`src/rtl/cache_policy_controller_setassoc.sv`:
```
// Set-associative replacement-policy engine: fills invalid ways first, then evicts by FIFO or tree-PLRU.
// Optional statistics counters are enabled with the CACHE_POLICY_STATS_EN macro.
module cache_policy_controller_setassoc #(
    parameter int BW_ACCESS_ADDR    = 32,
    parameter int N_CAPACITY_BLOCKS = 256,
    parameter int N_WORDS_PER_BLOCK = 16,
    parameter int ASSOCIATIVITY     = 4,
    parameter int POLICY            = 0
) (
    input  logic                                 clock_i,
    input  logic                                 reset_i,
    input  logic [BW_ACCESS_ADDR-1:0]            access_addr_i,
    input  logic [$clog2(N_CAPACITY_BLOCKS)-1:0] cache_addr_i,
    input  logic                                 miss_i,
    input  logic                                 hit_i,
    output logic                                 busy_o,
    output logic                                 done_o,
    output logic [$clog2(N_CAPACITY_BLOCKS)-1:0] addr_o
`ifdef CACHE_POLICY_STATS_EN
    ,
    output logic [31:0]                          stat_hits_o,
    output logic [31:0]                          stat_misses_o
`endif
);

    localparam int BW_OFFSET          = $clog2(N_WORDS_PER_BLOCK);
    localparam int BW_CAPACITY_BLOCKS = $clog2(N_CAPACITY_BLOCKS);
    localparam int N_SETS             = N_CAPACITY_BLOCKS / ASSOCIATIVITY;
    localparam int BW_SET             = $clog2(N_SETS);
    localparam int BW_SET_R           = (BW_SET > 0) ? BW_SET : 1;
    localparam int BW_WAY             = $clog2(ASSOCIATIVITY);

    generate
        if (POLICY != 0 && POLICY != 1) begin : g_bad_policy
            $error("cache_policy_controller_setassoc: POLICY must be 0 (FIFO) or 1 (tree-PLRU)");
        end
    endgenerate

    typedef enum logic [1:0] {
        IDLE,
        SELECT,
        DONE
    } state_t;

    state_t state_q, state_d;

    logic [BW_SET_R-1:0]      miss_set, hit_set, set_q;
    logic [BW_WAY-1:0]        hit_way;
    logic [ASSOCIATIVITY-1:0] valid_q    [N_SETS];
    logic [BW_WAY-1:0]        fifo_ptr_q [N_SETS];
    logic [ASSOCIATIVITY-2:0] plru_q     [N_SETS];

    logic                          has_invalid;
    logic [BW_WAY-1:0]             first_invalid;
    logic [BW_WAY-1:0]             policy_victim;
    logic [BW_WAY-1:0]             victim;
    logic [BW_CAPACITY_BLOCKS-1:0] addr_next;
    logic                          unused_addr_bits;

    // A fully associative configuration has a single set and no index bits.
    generate
        if (BW_SET > 0) begin : g_set_index
            assign miss_set = access_addr_i[BW_OFFSET +: BW_SET];
            assign hit_set  = cache_addr_i[BW_WAY +: BW_SET];
        end else begin : g_single_set
            assign miss_set = '0;
            assign hit_set  = '0;
        end
    endgenerate

    assign hit_way          = cache_addr_i[BW_WAY-1:0];
    assign unused_addr_bits = ^{access_addr_i, cache_addr_i};

    // Walk the heap-ordered tree from the root; a 0 bit sends the victim to the lower half.
    function automatic logic [BW_WAY-1:0] plru_victim(input logic [ASSOCIATIVITY-2:0] bits);
        logic [BW_WAY-1:0] way;
        int                node;
        way  = '0;
        node = 0;
        for (int l = 0; l < BW_WAY; l++) begin
            way[BW_WAY-1-l] = bits[node];
            node            = 2 * node + 1 + (bits[node] ? 1 : 0);
        end
        return way;
    endfunction

    function automatic logic [ASSOCIATIVITY-2:0] plru_touch(input logic [ASSOCIATIVITY-2:0] bits,
                                                            input logic [BW_WAY-1:0] way);
        logic [ASSOCIATIVITY-2:0] result;
        logic                     dir;
        int                       node;
        result = bits;
        node   = 0;
        for (int l = 0; l < BW_WAY; l++) begin
            dir          = way[BW_WAY-1-l];
            result[node] = ~dir;
            node         = 2 * node + 1 + (dir ? 1 : 0);
        end
        return result;
    endfunction

    // Lowest-index invalid way wins over the policy victim.
    always_comb begin
        has_invalid   = 1'b0;
        first_invalid = '0;
        for (int w = ASSOCIATIVITY - 1; w >= 0; w--) begin
            if (!valid_q[set_q][w]) begin
                has_invalid   = 1'b1;
                first_invalid = BW_WAY'(w);
            end
        end
        policy_victim = (POLICY == 1) ? plru_victim(plru_q[set_q]) : fifo_ptr_q[set_q];
        victim        = has_invalid ? first_invalid : policy_victim;
        addr_next     = BW_CAPACITY_BLOCKS'({set_q, victim});
    end

    always_comb begin
        state_d = state_q;
        busy_o  = 1'b0;
        done_o  = 1'b0;
        case (state_q)
            IDLE: begin
                if (miss_i) begin
                    state_d = SELECT;
                end
            end
            SELECT: begin
                busy_o  = 1'b1;
                state_d = DONE;
            end
            DONE: begin
                busy_o  = 1'b1;
                done_o  = 1'b1;
                state_d = IDLE;
            end
            default: state_d = IDLE;
        endcase
    end

    // The victim is committed while leaving SELECT so addr_o is stable for the whole DONE cycle.
    always_ff @(posedge clock_i or posedge reset_i) begin
        if (reset_i) begin
            state_q <= IDLE;
            set_q   <= '0;
            addr_o  <= '0;
            for (int s = 0; s < N_SETS; s++) begin
                valid_q[s]    <= '0;
                fifo_ptr_q[s] <= '0;
                plru_q[s]     <= '0;
            end
        end else begin
            state_q <= state_d;
            case (state_q)
                IDLE: begin
                    if (miss_i) begin
                        set_q <= miss_set;
                    end else if (hit_i && POLICY == 1) begin
                        plru_q[hit_set] <= plru_touch(plru_q[hit_set], hit_way);
                    end
                end
                SELECT: begin
                    addr_o                 <= addr_next;
                    valid_q[set_q][victim] <= 1'b1;
                    if (POLICY == 1) begin
                        plru_q[set_q] <= plru_touch(plru_q[set_q], victim);
                    end else if (!has_invalid) begin
                        fifo_ptr_q[set_q] <= fifo_ptr_q[set_q] + BW_WAY'(1);
                    end
                end
                default: ;
            endcase
        end
    end

`ifdef CACHE_POLICY_STATS_EN
    // Saturating counters of requests accepted in IDLE; a hit colliding with a miss is not counted.
    always_ff @(posedge clock_i or posedge reset_i) begin
        if (reset_i) begin
            stat_hits_o   <= '0;
            stat_misses_o <= '0;
        end else if (state_q == IDLE) begin
            if (miss_i) begin
                if (stat_misses_o != 32'hFFFF_FFFF) begin
                    stat_misses_o <= stat_misses_o + 32'd1;
                end
            end else if (hit_i) begin
                if (stat_hits_o != 32'hFFFF_FFFF) begin
                    stat_hits_o <= stat_hits_o + 32'd1;
                end
            end
        end
    end
`endif

endmodule

```
`config.mk`:
```
export PLATFORM = sky130hd
export DESIGN_NAME = cache_policy_controller_setassoc
export DESIGN_NICKNAME = d
export VERILOG_FILES = /design/src/rtl/cache_policy_controller_setassoc.sv
export SDC_FILE = /design/constraint.sdc
export NUM_CORES = 1
export LEC_CHECK = 0
export ABC_AREA = 1
export BUFFER_PORTS_ARGS = -buffer_cell sky130_fd_sc_hd__buf_2
export CAP_MARGIN = 10
export CORE_MARGIN = 2
export CORE_UTILIZATION = 30
export DETAILED_ROUTE_END_ITERATION = 7
export PLACE_DENSITY = 0.5
export SLEW_MARGIN = 20
export SYNTH_ARGS = -nofsm -noshare
export SYNTH_HDL_FRONTEND = slang
export SYNTH_SLANG_ARGS = --single-unit
```
`constraint.sdc`:
```
create_clock -name clock_i -period 12.28 [get_ports clock_i]
set_input_delay 0.614 -clock clock_i [delete_from_list [all_inputs] [get_ports clock_i]]
set_output_delay 0.614 -clock clock_i [all_outputs]
set_load 0.01 [all_outputs]
```
==> Yosys cells after proc, flatten, opt, wreduce, memory -nomap -nowiden <==
Index checks and enable logic that the tools add are counted.
{ "classes": {"eq_ne": 3, "order_cmp": 4, "mux": 26, "bitwise": 3, "reduce_logical": 6, "add_sub_neg": 1} }
{ "ops": {"columns": ["operator", "n"], "rows": [
  ["256-bit bitwise OR", 1],
  ["128-bit bitwise mux", 1],
  ["4-bit binary-select mux with 6-bit select", 1],
  ["4-bit demux with 6-bit select", 1],
  ["2-bit 2-to-1 mux", 9],
  ["2-bit binary-select mux with 6-bit select", 1],
  ["2-bit demux with 6-bit select", 1],
  ["4-bit 2-to-1 mux", 3],
  ["7-bit greater-or-equal comparator, second input constant", 1],
  ["7-bit by 1-bit less-than comparator with 1-bit output, second input constant", 1],
  ["1-bit 2-to-1 mux", 7],
  ["6-bit NOT with 7-bit output", 1],
  ["2-bit one-hot mux with 2 select lines", 1],
  ["2-bit AND reduction", 2],
  ["2-bit by 3-bit less-than comparator with 1-bit output, second input constant", 1],
  ["2-bit by 1-bit adder with 2-bit output, second input constant", 1],
  ["1-bit demux with 2-bit select", 1],
  ["2-bit by 1-bit == test with 1-bit output, second input constant", 1],
  ["2-bit == test, second input constant", 1],
  ["2-bit by 1-bit greater-or-equal comparator with 1-bit output, second input constant", 1],
  ["1-bit logical AND", 2],
  ["2-bit logical NOT", 1],
  ["2-bit inequality test, second input constant", 1],
  ["2-bit OR reduction", 1],
  ["1-bit NOT", 1]
]} }
{ "totals": {"out_inout_bits": 10, "ff_bits": 400, "inputBits": 44, "elab_cells": 174} }

==> Longest topological paths before layout <==
Gate-level depths: netlist (run 1).
{ "logic_depth": {"word_depth": 16, "depth_mapped": 23, "mapped_depth_nobuf": 19} }

==> Worst setup path before layout (run 1) <==
No wires, ideal clock.
{ "synth_path": {"path_type": "flip-flop to flip-flop", "start": "register set_q[0]", "end": "register fifo_ptr_q[36] (netlist bit)", "required_ns": 12.163, "arrival_ns": 2.243, "synth_period_minus_slack_ns": 2.360, "path_stages_with_launch": 22, "n_path_buf": 5, "setup_time_ns": 0.117, "setup_slack_ns": 9.920, "cell_sequence": "dfrtp_1 > buf_2 > buf_6 > buf_4 > buf_2 > o21ai_0 > nand2_1 > nand2_1 > nand2_1 > nand2_1 > nand2_1 > nand2_1 > nor2_1 > nand2_1 > nand2_1 > inv_2 > nand2_4 > buf_4 > nor2_1 > nand2_1 > o21ai_1 > inv_1"} }
{ "synth_via": {"elab_chain_cells": 10, "word_cells_on_any_way": 20, "classes_between": "add/sub (1); order compare (2); mux (13); bitwise (2); reduce/logical (2)"} }
{ "synth_lines": {"columns": ["item", "line_no", "rtl"], "rows": [
  ["from (decl)", "47", "logic [BW_SET_R-1:0] miss_set, hit_set, set_q;"],
  ["from (signal assigned)", "156", "set_q <= miss_set;"],
  ["6-bit NOT with 7-bit output (not written as such) (*)", "107, 167", null],
  ["4-bit binary-select mux with 6-bit select", "107", "if (!valid_q[set_q][w]) begin"],
  ["4-bit 2-to-1 mux (not written as such) (2 in series)", "107", null],
  ["1-bit 2-to-1 mux (4 in series)", "107", null],
  ["1-bit NOT (no source line)", null, null],
  ["2-bit AND reduction (no source line)", null, null],
  ["to (signal, indexed assignment)", "167", "fifo_ptr_q[set_q] <= fifo_ptr_q[set_q] + BW_WAY'(1);"],
  ["to (decl)", "50", "logic [BW_WAY-1:0] fifo_ptr_q [N_SETS];"]
]} }
Every way passes the cells marked *; elsewhere a longest branch is shown, timed or not. The select of a mux whose other input is x is not followed.
A chain may end at the register's enable or synchronous reset.

==> Worst setup path after layout (run 1) <==
{ "layout_path": {"start": "register set_q[0]", "end": "register valid_q[87] (netlist bit)"} }
{ "layout_via": {"elab_chain_cells": 16, "word_cells_on_any_way": 27, "classes_between": "order compare (4); mux (19); bitwise (2); reduce/logical (2)"} }
{ "layout_lines": {"columns": ["item", "line_no", "rtl"], "rows": [
  ["6-bit NOT with 7-bit output (not written as such) (*)", "107, 112, 163", null],
  ["4-bit binary-select mux with 6-bit select", "107", null],
  ["4-bit 2-to-1 mux (not written as such) (2 in series)", "107", null],
  ["2-bit 2-to-1 mux / 1-bit 2-to-1 mux (equally long branches) (4 in series)", "107", null],
  ["2-bit 2-to-1 mux", "113", "victim = has_invalid ? first_invalid : policy_victim;"],
  ["2-bit by 3-bit less-than comparator with 1-bit output (not written as such) / 2-bit by 1-bit greater-or-equal comparator with 1-bit output (equally long branches)", "163", "valid_q[set_q][victim] <= 1'b1;"],
  ["1-bit logical AND (not written as such)", "163", null],
  ["1-bit 2-to-1 mux (not written as such)", "163", null],
  ["1-bit demux with 2-bit select", "163", null],
  ["4-bit 2-to-1 mux (not written as such)", "163", null],
  ["4-bit demux with 6-bit select (*)", "163", null],
  ["256-bit bitwise OR (no source line) (*)", null, null],
  ["to (signal, indexed assignment)", "147", "valid_q[s] <= '0;"],
  ["to (signal, indexed assignment)", "163", null],
  ["to (decl)", "49", "logic [ASSOCIATIVITY-1:0] valid_q [N_SETS];"]
]} }
Marked as above.

==> impl_metrics.tcl, run 1 <==
set metrics [dict create \
    outcome "finished clean" \
    cts_buffers 49 \
    antenna_found_initial 0 \
    cp-endpoint "valid_q[87]" \
    start_util_pct 30.44 \
    final_area_mm2 0.02258 \
    critPathBufInv 4 \
    routed_wl_um 63540 \
    gr-total-overflow 0 \
    postRouteAntennaNets 0 \
    ctsRootBufferMaster "clkbuf_16" \
    rsz0062_at_grt "false" \
    setup_viol 0 \
    grt_first_pass_wirelength_um 101300 \
    final_common_cell "nand2_1" \
    cp-end-kind "register" \
    rows 95 \
    place_congestion 0.7959 \
    die_x_um 265.5 \
    clkTransAtPathRegs_ps 60 \
    htreeDepth 2 \
    syn2layout_area_growth_pct 10.07 \
    io_pins 54 \
    cts_buffer_depth 3 \
    clock_skew_ps 17.32 \
    ctsResizeCount 0 \
    placed_area_mm2 0.02111 \
    postSynthCellCount 2853 \
    via_per_inst 4.711 \
    yosysSeqAreaShare_pct 48.80 \
    cts_tree "built" \
    drtIter0Drc 1254 \
    drc 0 \
    worstSetupStartpoint "set_q[0]" \
    crit_path_max_incr_delay_ps 810 \
    synth_area_mm2 0.02051 \
    cp_top_family "buffers and inverters" \
    hp-class "in -> async" \
    cp-start-kind "register" \
    dpl.cell_count 3607 \
    hold_viol 0 \
    fin_crit_ps 6233 \
    drt_first_pass_iters 5 \
    tns_ps 0 \
    grt_pass1_vias 17086 \
    dieArea_mm2 0.07048 \
    gr-usage-all-layers_pct 18.37 \
    num_antenna_cells 0 \
    layout-drive-gt1-share_pct 4.970 \
    slew_violations 0 \
    fin_util_pct 33.50 \
    fin_nets 2834 \
    cp_cell_sequence "buf_12 > buf_4 > nand2_1 > inv_1 > nand2_1 > nand4_1 > o21ai_0 > nand2_1 > nor2_1 > nand2_2 > nand3_4 > nand2_4 > buf_4 > nand3_1 > nand2_1" \
    synth-seq-cells 400 \
    critical_path_depth 15 \
    hold_ws_ps 128.0 \
    yosys_warnings 0 \
    grt_start_max_net_pins 169 \
    fin_crit_sh_pct 50.76 \
    yosys.area.top_type "dfrtp_1" \
    synth.distinct_cells 28 \
    critPathMaxFanout 168 \
    cp.required_ps 12790 \
    worstReg2RegEnd "valid_q[87]" \
    clkLatencyLatePin_ps 580 \
    synthesis.nets 2902 \
    ir_worst_vdd_uv 224.3 \
    final_cell_mix "nand2_1 (1200), dfrtp_1 (397), inv_1 (374), o21ai_0 (176), nand3_1 (137)" \
    synth_area_leaders "dfrtp_1 (49%), nand2_1 (22%), inv_1 (6.9%), o21ai_0 (4.3%), nand4_1 (4.0%)" \
    hold_buffers 0 \
    ff2ff_setup_slack_ps 6050 \
    coreArea_mm2 0.06740 \
    relSlewSlack_pct 23.61 \
    num_vias 17383 \
    yosys.area.top_type_share_pct 48.80 \
    cap_violations 0 \
    arrival_ps 6740 \
    die-height_um 265.5 \
    syn_area_per_cell_um2 7.190 \
    cts_setup_buffers 0 \
    rr_startpoint "set_q[0]" \
    tightestPinTransition_ps 1137 \
    cpMostUsedCell "nand2_1" \
    layout.cells.non_filler 3690 \
    io_buffers 18 \
    clkSinkCount 400 \
    p_leak_nw 11.98 \
    cellPowerDensity_mw_per_mm2 217.1 \
    reg2regPathDepth 15 \
    cpMaxStageDelayCell "dfrtp_4" \
    max_freq_mhz 160.4 \
    routedWlPerCell_um 17.22 \
    path_class "reg -> reg" \
    hpwlAfterDp_um 36500 \
]
## sequential cells by signal, summed over array words and instances, names as in the netlist
signal,cells
valid_q,256
state_q,2
set_q,6
fifo_ptr_q,128
addr_o,8
## through the flow
step / worst slack, ps / total power [W]
after global routing: 5580 / 0.005215
after global placement: 6082 / 0.003555
after CTS: 6058 / 0.004936
after detailed placement: 6091 / 0.003559
after floorplan: 541.6 / 0.003020
final: 6047 / 0.004901
## Yosys cell counts, drive strengths merged
master and n:
o21ai 245, nand3 138, clkbuf 24, nand4 132, dfrtp 400, or2 2
o21a 1, nand2 1205, nor3 12, inv 381, nor2 128, xor2 2
buf 138, ha 5, a21oi 25, o211ai 15
## report_power, final
group          leakage [nW]  switching [W]  internal [W]
sequential             5.50       0.000152       0.00153
clock                 0.722       0.000571      0.000789
combinational          5.75        0.00152      0.000334
## how the worst min path moves through the flow
stage,start,end,slack (ps)
after floorplan,valid_q[111],valid_q[111],420
after global placement,valid_q[246],valid_q[246],430
after global routing,reset_i,valid_q[18],170
after detailed placement,valid_q[228],valid_q[228],430
after CTS,reset_i,valid_q[1],130
final,reset_i,valid_q[0],130
## cell families after synthesis
group                      synth area share [%]
buffers and inverters                     11.31
AOI/OAI and AO/OA                         7.173
DFF                                       48.80
and+or+nand+nor                           32.33
xor gates and xnor gates                0.08541
adders and majority gates                0.3050
## layout make-up
cell class,instances,area (um2)
fill,7261,44820
timing repair buffer,43,290.3
clock buffer,75,1424
sequential,400,10020
multi-input combinational,1910,8269
inverter,381,1443
clock inverter,8,42.54
tap,873,1092
## per-layer routing
layer  wire length [um]  global-route usage (%)
met1              30460                   25.91
met2              28140                   28.91
met3               3020                   2.638
met4               1918                   6.062
met5                  0                       0
(Power assumes the default switching activity.)
==> run 2, diff against run 1 <==
- clock period: 12.28 -> 5.1 ns (I/O delays scaled with it)
==> impl_metrics.tcl, run 2 (synthesis results as in run 1) <==
set metrics [dict create \
    ir_worst_vdd_uv 605.7 \
    hpwlAfterDp_um 37330 \
    p_leak_nw 12.14 \
    clock_skew_ps 25.55 \
    gr-total-overflow 0 \
    fin_util_pct 34.03 \
    antenna_found_initial 0 \
    cp-end-kind "register" \
    wl_met1_um 30290 \
    clkSinkCount 400 \
    cts_buffer_depth 3 \
    gr-usage-all-layers_pct 18.41 \
    path_class "reg -> reg" \
    place_congestion 0.7770 \
    layout-drive-gt1-share_pct 5.524 \
    cp.required_ps 5630 \
    drc 0 \
    clkTransAtPathRegs_ps 60 \
    dieArea_mm2 0.07048 \
    highest_layer "met4" \
    grt_start_max_net_pins 164 \
    critPathMaxFanout 48 \
    hold_ws_ps 342.9 \
    htreeDepth 2 \
    ff2ff_setup_slack_ps 1000 \
    setup_viol 0 \
    rows 95 \
    grt_first_pass_wirelength_um 102000 \
    fin_total_pwr_w 0.01206 \
    ctsRootBufferMaster "clkbuf_16" \
    drtIter0Drc 1555 \
    num_vias 17409 \
    drt_first_pass_iters 5 \
    dpl.cell_count 3620 \
    dr_wl_met2_um 28610 \
    postRouteAntennaNets 0 \
    largest_registers "valid_q x256, fifo_ptr_q x128, addr_o x8" \
    slew_violations 0 \
    start_util_pct 30.44 \
    cts_setup_buffers 0 \
    final_area_mm2 0.02293 \
    syn2layout_area_growth_pct 11.79 \
    cts_tree "built" \
    routedWlPerCell_um 17.06 \
    largest_reg_flops 256 \
    placed_area_mm2 0.02136 \
    outcome "finished clean" \
    grt_pass1_vias 17180 \
    clkLatencyLatePin_ps 600 \
    rsz0062_at_grt "false" \
    io_pins 54 \
    fin_nets 2853 \
    hold_viol 0 \
    num_antenna_cells 0 \
    layout.cells.non_filler 3715 \
    cts_buffers 47 \
    die_x_um 265.5 \
    tightestPinTransition_ps 1043 \
    hp-class "in -> async" \
    route.met3.wl_um 2986 \
    arrival_ps 4620 \
    fin_crit_sh_pct 80.32 \
    final_common_cell "nand2_1" \
    final_cell_mix "nand2_1 (1200), dfrtp_1 (397), inv_1 (374), o21ai_0 (176), nand3_1 (137)" \
    cellPowerDensity_mw_per_mm2 525.7 \
    cap_violations 0 \
    cp-start-kind "register" \
    die-height_um 265.5 \
    io_buffers 18 \
    routed_wl_um 63400 \
    regMostFlops "valid_q" \
    coreArea_mm2 0.06740 \
    max_freq_mhz 244.1 \
    via_per_inst 4.686 \
    fin_crit_ps 4097 \
    relSlewSlack_pct 30.48 \
]
-- run 2: changes by cell type in the layout (fill, tap and decap cells not counted), sizes merged --
cell	previous run	this run
buf	43	56
dlygate4sd3	0	8
clkinvlp	1	3
inv	379	381
-- run 2: area by class of cell --
type | instances | area (um2)
Timing Repair Buffer | 64 | 630.6
Inverter | 381 | 1439
Multi-Input combinational cell | 1910 | 8264
Clock inverter | 12 | 76.32
Tap cell | 873 | 1092
Clock buffer | 75 | 1411
Sequential cell | 400 | 10020
Fill cell | 7229 | 44460
-- run 2: timing repair --
action	CTS	global route
endpoints found under the hold margin	34	0
hold buffers	8	0
resized for setup	0	0
-- run 2: worst paths after layout --
kind | startpoint | endpoint | depth (start not counted)
max reg2reg | set_q[0] | valid_q[200] | 18
max | set_q[0] | valid_q[200] | 18
min in group clock_i | valid_q[55] | valid_q[55] | 2
min | reset_i | valid_q[216] | 3
min reg2reg | valid_q[55] | valid_q[55] | 2
max in group asynchronous | reset_i | set_q[1] | 4
-- run 2: report_power, final --
part	internal [W]	total (W)	switching (W)
combinational	0.00102	0.00476	0.00374
clock	0.00189	0.00330	0.00141
sequential	0.00369	0.00400	0.000306
total	0.00660	0.0121	0.00545
-- run 2: worst max-delay path: stages, from the launching register on --
cell and delay (ps):
dfrtp_4 780, clkinv_2 490, buf_12 340, nand2_1 80, nand2_1 60, nand2_1 60
nand2_1 110, nand2_1 70, nand2_1 50, nand2_1 80, nand2_1 80, nor2_1 110
nand2_1 180, inv_1 230, nand3_1 150, nand2_4 480, buf_12 310, nand4_1 140
nand2_1 100
-- run 2: through the flow --
step                      setup TNS, ps  worst slack (ps)
after global placement                0              1061
final                                 0              1003
after CTS                             0              1002
after detailed placement              0              1035
after floorplan                 -216310            -540.8
after global routing                  0             640.2
-- run 2: layer usage --
| metal | GRT usage [%] | up-vias |
|---|---|---|
| li1 | - | 8760 |
| met3 | 2.333 | 86 |
| met4 | 5.283 | 0 |
| met1 | 26.39 | 8213 |
| met2 | 29.07 | 350 |
| met5 | 0 | - |
